$ cat config.mk
export PLATFORM = sky130hd
export DESIGN_NAME = float_compare_arbiter
export DESIGN_NICKNAME = d
export VERILOG_FILES = /design/src/rtl/float_compare_arbiter.sv
export SDC_FILE = /design/constraint.sdc
export NUM_CORES = 1
export LEC_CHECK = 0
export ABC_CLOCK_PERIOD_IN_PS = 13800
export CORE_ASPECT_RATIO = 1.5
export CORE_MARGIN = 2
export CORE_UTILIZATION = 50
export DETAILED_ROUTE_END_ITERATION = 7
export PLACE_DENSITY = 0.8
export SYNTH_ARGS = -nofsm -noshare
export SYNTH_HDL_FRONTEND = slang
export SYNTH_SLANG_ARGS = --single-unit
$ cat constraint.sdc
create_clock -name clk -period 13.8 [get_ports clk]
set_clock_uncertainty 0.2 [all_clocks]
set_input_delay 1.38 -clock clk [delete_from_list [all_inputs] [get_ports clk]]
set_output_delay 1.38 -clock clk [all_outputs]
set_load 0.005 [all_outputs]
$ cat src/rtl/float_compare_arbiter.sv
// Round-robin arbiter sharing one pipelined float comparator among N_REQ requesters.
// Each requester owns one queued slot; results return through a tag pipeline matched to CMP_LAT.
module float_compare_arbiter #(
  parameter int unsigned N_REQ   = 4,
  parameter int unsigned WIDTH   = 32,
  parameter int unsigned CMP_LAT = 1
) (
  input  logic                   clk,
  input  logic                   rst,
  input  logic [N_REQ-1:0]       req_sta,
  input  logic [N_REQ*WIDTH-1:0] req_a,
  input  logic [N_REQ*WIDTH-1:0] req_b,
  output logic [N_REQ-1:0]       res_agb,
  output logic [N_REQ-1:0]       res_alb,
  output logic [N_REQ-1:0]       res_done,
  output logic [N_REQ-1:0]       req_ovf,
  output logic [WIDTH-1:0]       cmp_a,
  output logic [WIDTH-1:0]       cmp_b,
  output logic                   cmp_vld,
  input  logic                   cmp_agb,
  input  logic                   cmp_alb,
  output logic                   busy
);

  localparam int unsigned IdW = (N_REQ > 1) ? $clog2(N_REQ) : 1;

  logic [N_REQ-1:0] pending_q, pending_d, accept;
  logic [WIDTH-1:0] opa_q [N_REQ];
  logic [WIDTH-1:0] opb_q [N_REQ];
  logic [IdW-1:0]   ptr_q;
  logic             gnt_vld;
  logic [IdW-1:0]   gnt_id;
  logic             busy_d;

  // Stage 0 is aligned with cmp_a/cmp_b; stage CMP_LAT with the comparator result.
  logic [CMP_LAT:0] tag_vld_q;
  logic [IdW-1:0]   tag_id_q [CMP_LAT+1];

  always_comb begin
    int unsigned idx;
    idx     = 0;
    gnt_vld = 1'b0;
    gnt_id  = '0;
    for (int unsigned k = 0; k < N_REQ; k++) begin
      idx = (32'(ptr_q) + k) % N_REQ;
      if (!gnt_vld && pending_q[idx[IdW-1:0]]) begin
        gnt_vld = 1'b1;
        gnt_id  = idx[IdW-1:0];
      end
    end
  end

  // A start is accepted into a free slot, or into the slot being granted this cycle.
  always_comb begin
    accept    = '0;
    pending_d = pending_q;
    if (gnt_vld) pending_d[gnt_id] = 1'b0;
    for (int unsigned i = 0; i < N_REQ; i++) begin
      accept[i] = req_sta[i] && (!pending_q[i] || (gnt_vld && 32'(gnt_id) == i));
    end
    pending_d = pending_d | accept;
    busy_d    = (|pending_d) || gnt_vld || (|tag_vld_q);
  end

  always_ff @(posedge clk or posedge rst) begin
    if (rst) begin
      pending_q <= '0;
      ptr_q     <= '0;
      cmp_a     <= '0;
      cmp_b     <= '0;
      cmp_vld   <= 1'b0;
      tag_vld_q <= '0;
      res_agb   <= '0;
      res_alb   <= '0;
      res_done  <= '0;
      req_ovf   <= '0;
      busy      <= 1'b0;
      for (int unsigned i = 0; i < N_REQ; i++) begin
        opa_q[i] <= '0;
        opb_q[i] <= '0;
      end
      for (int unsigned s = 0; s <= CMP_LAT; s++) begin
        tag_id_q[s] <= '0;
      end
    end else begin
      pending_q <= pending_d;
      for (int unsigned i = 0; i < N_REQ; i++) begin
        if (accept[i]) begin
          opa_q[i] <= req_a[i*WIDTH +: WIDTH];
          opb_q[i] <= req_b[i*WIDTH +: WIDTH];
        end
      end
      if (gnt_vld) begin
        ptr_q <= (32'(gnt_id) == N_REQ - 1) ? '0 : gnt_id + IdW'(1);
        cmp_a <= opa_q[gnt_id];
        cmp_b <= opb_q[gnt_id];
      end
      cmp_vld     <= gnt_vld;
      tag_vld_q   <= {tag_vld_q[CMP_LAT-1:0], gnt_vld};
      tag_id_q[0] <= gnt_id;
      for (int unsigned s = 1; s <= CMP_LAT; s++) begin
        tag_id_q[s] <= tag_id_q[s-1];
      end
      res_done <= '0;
      if (tag_vld_q[CMP_LAT]) begin
        res_done[tag_id_q[CMP_LAT]] <= 1'b1;
        res_agb[tag_id_q[CMP_LAT]]  <= cmp_agb;
        res_alb[tag_id_q[CMP_LAT]]  <= cmp_alb;
      end
      req_ovf <= req_ovf | (req_sta & ~accept);
      busy    <= busy_d;
    end
  end

endmodule

* After elaboration in Yosys (flattened, before gate mapping)
Cells that the tools add are included.
** Word-level totals
- Word-level logic and storage cells :: 104
- Output and inout bits :: 82
- Bits in registers :: 350
** Cells by class
- Equal/unequal tests :: 3
- Reductions and logical operators :: 29
- Add/subtract/negate cells :: 4
- Order comparisons :: 9
- Mux-type cells :: 31
- Bitwise operators :: 7
** Operator list (count)
- $bmux 32 s2 :: 2
- $mux 32 :: 4
- $lt 2x3->1 const B :: 6
- $logic_and 1x1->1 :: 13
- $mux 1 :: 10
- $mux 2 :: 5
- $and 4x4->4 :: 2
- $bmux 1 s2 :: 4
- $bwmux 4 :: 2
- $mux 4 :: 2
- $not 4->4 :: 2
- $or 4x4->4 :: 2
- $logic_not 1->1 :: 7
- $logic_or 1x1->1 :: 6
- $add 2x1->2 const B :: 2
- $add 2x2->2 const B :: 2
- $demux 1 s2 :: 2
- $eq 2x2->1 const B :: 2
- $ge 2x1->1 const B :: 2
- $reduce_or 4->1 :: 1
- $ge 3x3->1 const B :: 1
- $not 2->3 :: 1
- $eq 2x1->1 const B :: 1
- $logic_not 2->1 :: 1
- $reduce_or 2->1 :: 1

* Longest topological paths before layout
- Depth in word-level cells :: 23
- Depth in mapped cells :: 8
- Gate-level depth less buffers :: 6

* Least setup slack after synthesis
Ideal clock, no wire load.
- Path kind :: in2reg
- From :: input port req_sta[1]
- To :: register opa_q[91] (netlist bit)
- Slack :: 11.344 ns
- Data arrival time :: 2.131 ns
- Stages :: 3
- Data required time :: 13.475 ns
- Cells stage by stage :: nand2_1 buf_4 mux2_2
** On the way
- Cells in the longest elaborated chain, start to end :: 1
** Ends and longest elaborated chain
- start: declaration :: RTL line 10 : input logic [N_REQ-1:0] req_sta,
- $logic_and 1x1->1 :: RTL line 59 : accept[i] = req_sta[i] && (!pending_q[i] || (gnt_vld && 32'(gnt_id) == i));
- end signal: indexed assignment :: RTL line 89 : opa_q[i] <= req_a[i*WIDTH +: WIDTH];
- end: declaration :: RTL line 28 : logic [WIDTH-1:0] opa_q [N_REQ];
Every way passes these cells.
A chain may end at the register's enable or synchronous reset.

==> results_tabular.tex <==
\begin{tabular}{lr}
\hline
Metric & Value \\
\hline
\multicolumn{2}{l}{\textbf{Outcome}} \\
Run status & finished, final reports clean \\
\multicolumn{2}{l}{\textbf{STA}} \\
Fraction of the cycle the final worst path needs & between 20 and 30\% \\
Post-Route Setup TNS & 0 ns \\
Slew of the pin with the lowest slew margin & $\sim$1.1 ns \\
Headroom to the max-slew limit & $\sim$25\% \\
Fin crit period & between 3 and 4 ns \\
Number of setup violations in the final report & 0 \\
Final count of pins violating max slew & 0 \\
Setup repair after global routing missed its margin & false \\
Final hold slack & approximately 0.15 ns \\
Fmax & 0.256 GHz \\
Hold violation count in the final report & 0 \\
\multicolumn{2}{l}{\textbf{Yosys}} \\
Most common library cells after synthesis & 349 x dfrtp\_1, 144 x mux2\_1, 120 x mux2\_2 \\
Post-synthesis instance total & just over 1000 \\
Mux contribution to synthesized area & 23.4\% \\
Synthesized-area fraction occupied by ao, oa, aoi and oai cells & roughly a tenth \\
Number of enable flip-flop cells after synthesis & 0 \\
Most common cell in the netlist & dfrtp\_1 \\
Dominant synthesized flop cell & dfrtp\_1 \\
Ranking of synthesized cells by area & dfrtp\_1 60\%, mux2\_1 11\%, mux2\_2 9.2\%, a221oi\_1 3.8\%, mux2i\_1 3.1\% \\
Synthesized area per cell & 14.1 um2 \\
Synthesis Warnings & 0 \\
Area share of the leading cell type in the synthesized netlist & around three fifths \\
Xor and xnor area share after synthesis & 0.0599\% \\
Post-synthesis net count & between 1000 and 1500 \\
Count of distinct cell types in the synthesized netlist & 41 \\
Fraction of registers with async set or reset after synthesis & between 90\% and 100\% \\
Number of storage elements in the synthesis netlist & between 300 and 400 \\
Fraction of the mapped netlist area in adder cells & 0\% \\
Combinational family with the most area after synthesis & multiplexers \\
Post-synthesis instance area & roughly 0.015 mm2 \\
Sequential share of the synthesized area & around three fifths \\
Cell type with the highest aggregate area in the netlist & dfrtp\_1 \\
Area fraction in and, or, nand and nor cells after synthesis & roughly 3.0\% \\
\multicolumn{2}{l}{\textbf{Drt}} \\
Via count of the routed design & about 10000 \\
Number of DRC markers in iteration 0 & 490 \\
Antenna Nets Post-Route & 0 \\
Routed length per instance & around 23 um \\
Total detailed-routing wirelength & 40200 um \\
Number of iterations in the first detailed-routing pass & 6 \\
Via count normalized by instance count & approximately 5.8 \\
Number of DRC violations after detailed routing & 0 \\
\multicolumn{2}{l}{\textbf{Final layout}} \\
Nets & $\sim$1600 \\
Final std cells w/o fill & 1774 \\
Final core occ & around two thirds \\
Total area of multi-input combinational cells & approximately 0.0054 mm2 \\
Share of layout cells above drive strength 1 & about 15\% \\
Synthesis-to-finish area growth & 33.1\% \\
Fillers & between 2000 and 2500 \\
Sequential cell area in the final layout & 0.00873 mm2 \\
\multicolumn{2}{l}{\textbf{Clock network}} \\
Post-cts hold buffer count & 0 \\
Total CTS buffers & 34 \\
Clock insertion delay at the later pin of the skew report & about 0.52 ns \\
Post-CTS setup buffer count & 0 \\
Largest buffer count on any clock path & 3 \\
Number of clock sinks & roughly 350 \\
Clock-pin slew on the worst setup and hold paths & approximately 0.06 ns \\
CTS tree & built \\
Number of gates resized after cts & 0 \\
Cell chosen for the clock root & clkbuf\_16 \\
Maximum level of the CTS H-tree & 2 \\
\multicolumn{2}{l}{\textbf{Worst setup path}} \\
Type of the setup path with the least slack & in -> async \\
Signal arrival time at the worst endpoint & 4.25 ns \\
Type of element capturing the critical path & async pin \\
Highest net fanout along the worst path & between 100 and 150 \\
Setup crit start kind & primary input \\
Worst path required time & between 10 and 15 ns \\
\multicolumn{2}{l}{\textbf{Global route}} \\
Total gr overflow & 0 \\
Number of antenna violations at the first check in global routing & 7 \\
Wire length of the first global-routing pass & just over 60000 um \\
Number of global-route vias before repair & between 10000 and 15000 \\
All-Layer GR Usage & approximately a quarter \\
Largest net degree at the start of global routing & 140 \\
\multicolumn{2}{l}{\textbf{Job}} \\
Max-Cap Viols & 0 \\
\multicolumn{2}{l}{\textbf{Power}} \\
Leakage power & 0.00807 uW \\
Power density over the cells & 249 mW/mm2 \\
Maximum ir drop on the vdd rail & 144 uV \\
\multicolumn{2}{l}{\textbf{Die}} \\
Die boundary width & about 140 um \\
Io pins & between 300 and 400 \\
Area of the placeable core & around 0.029 mm2 \\
Height of the die & 213 um \\
Die area & $\sim$0.03 mm2 \\
Num rows & 76 \\
Effective utilization at floorplan & between 50\% and 60\% \\
\multicolumn{2}{l}{\textbf{Min path}} \\
Worst Hold Class & reg -> reg \\
\multicolumn{2}{l}{\textbf{Placement}} \\
Buffers added on ports & around 350 \\
Placed cell count & 1702 \\
Placed wire-length estimate after detailed placement & between 20000 and 25000 um \\
Final GP Congestion & 0.806 \\
\hline
\end{tabular}
==> final cells by class <==
cell class | instances | share of cell area, %
clock inverters | 4 | 0.244
well taps | 390 | 2.51
inverters | 10 | 0.244
clock buffers | 58 | 5.84
diodes | 10 | 0.129
repair buffers | 355 | 18.1
multi-input cells | 598 | 28.0
flip-flops and latches | 349 | 44.9
==> logic make-up (layout without fill, tap and decap cells) <==
group | Yosys count | in the layout
buf+inv | 91 | 427
flops | 349 | 349
simple gates | 99 | 99
mux | 309 | 309
compound gates | 189 | 189
xor+xnor | 1 | 1
other cells | 0 | 10
==> sequential cells by signal, indices dropped and copies added, names as in the netlist <==
signal	count
req_ovf	4
opb_q	128
res_agb	4
tag_id_q	4
tag_vld_q	2
res_done	4
cmp_a	32
ptr_q	2
busy	1
opa_q	128
pending_q	4
cmp_b	32
res_alb	4
==> path summary, 6_finish.rpt <==
| check | end | depth (start not counted) | from | slack [ns] |
|---|---|---|---|---|
| max | opb_q[48]$_DFFE_PP0P_ | 4 | rst | 9.90 |
| min | tag_id_q[1]$_DFF_PP0_ | 0 | tag_id_q[3]$_DFF_PP0_ | 0.15 |
| max reg2reg | cmp_b[8]$_DFFE_PP0N_ | 6 | ptr_q[0]$_DFFE_PP0N_ | 10.73 |
| min reg2reg | tag_id_q[1]$_DFF_PP0_ | 0 | tag_id_q[3]$_DFF_PP0_ | 0.15 |
| max in group clk | opa_q[99]$_DFFE_PP0P_ | 4 | req_sta[0] | 10.69 |
| min in group asynchronous | opa_q[24]$_DFFE_PP0P_ | 2 | rst | 1.26 |
==> placed cells by master (no fill, tap or decap), drive strengths merged, types with 9 or more instances in the layout <==
cell type / count
clkbuf: 58
o2111ai: 40
diode: 10
a221oi: 66
nor2: 73
mux2i: 45
buf: 10
dfrtp: 349
nand2b: 9
o22ai: 44
clkdlybuf4s50: 345
inv: 10
o211ai: 20
mux2: 264
==> power breakdown <==
group | switching [uW] | internal [uW]
sequential | 306 | 1560
clock | 389 | 578
combinational | 970 | 1030
==> layer usage <==
| layer | global-route usage [%] | routed length [um] |
|---|---|---|
| met5 | 0 | 0 |
| met4 | 13.4 | 1790 |
| met3 | 4.94 | 2150 |
| met2 | 46.8 | 21500 |
| met1 | 29.4 | 14800 |
==> critical path: stages <==
cell and delay (ns):
clkdlybuf4s50_1 0.49, inv_8 0.65, buf_4 0.83, buf_4 0.77
==> stage by stage <==
step	total power (uW)	worst slack, ns	instance area [um2]
after floorplan	3180	2.54	14600
after global placement	3800	9.23	18200
after detailed placement	3880	9.22	18200
after CTS	4870	9.76	19400
after global routing	5120	9.45	19400
final	4840	9.90	19400
No activity file was read; power rests on OpenSTA's default activity.
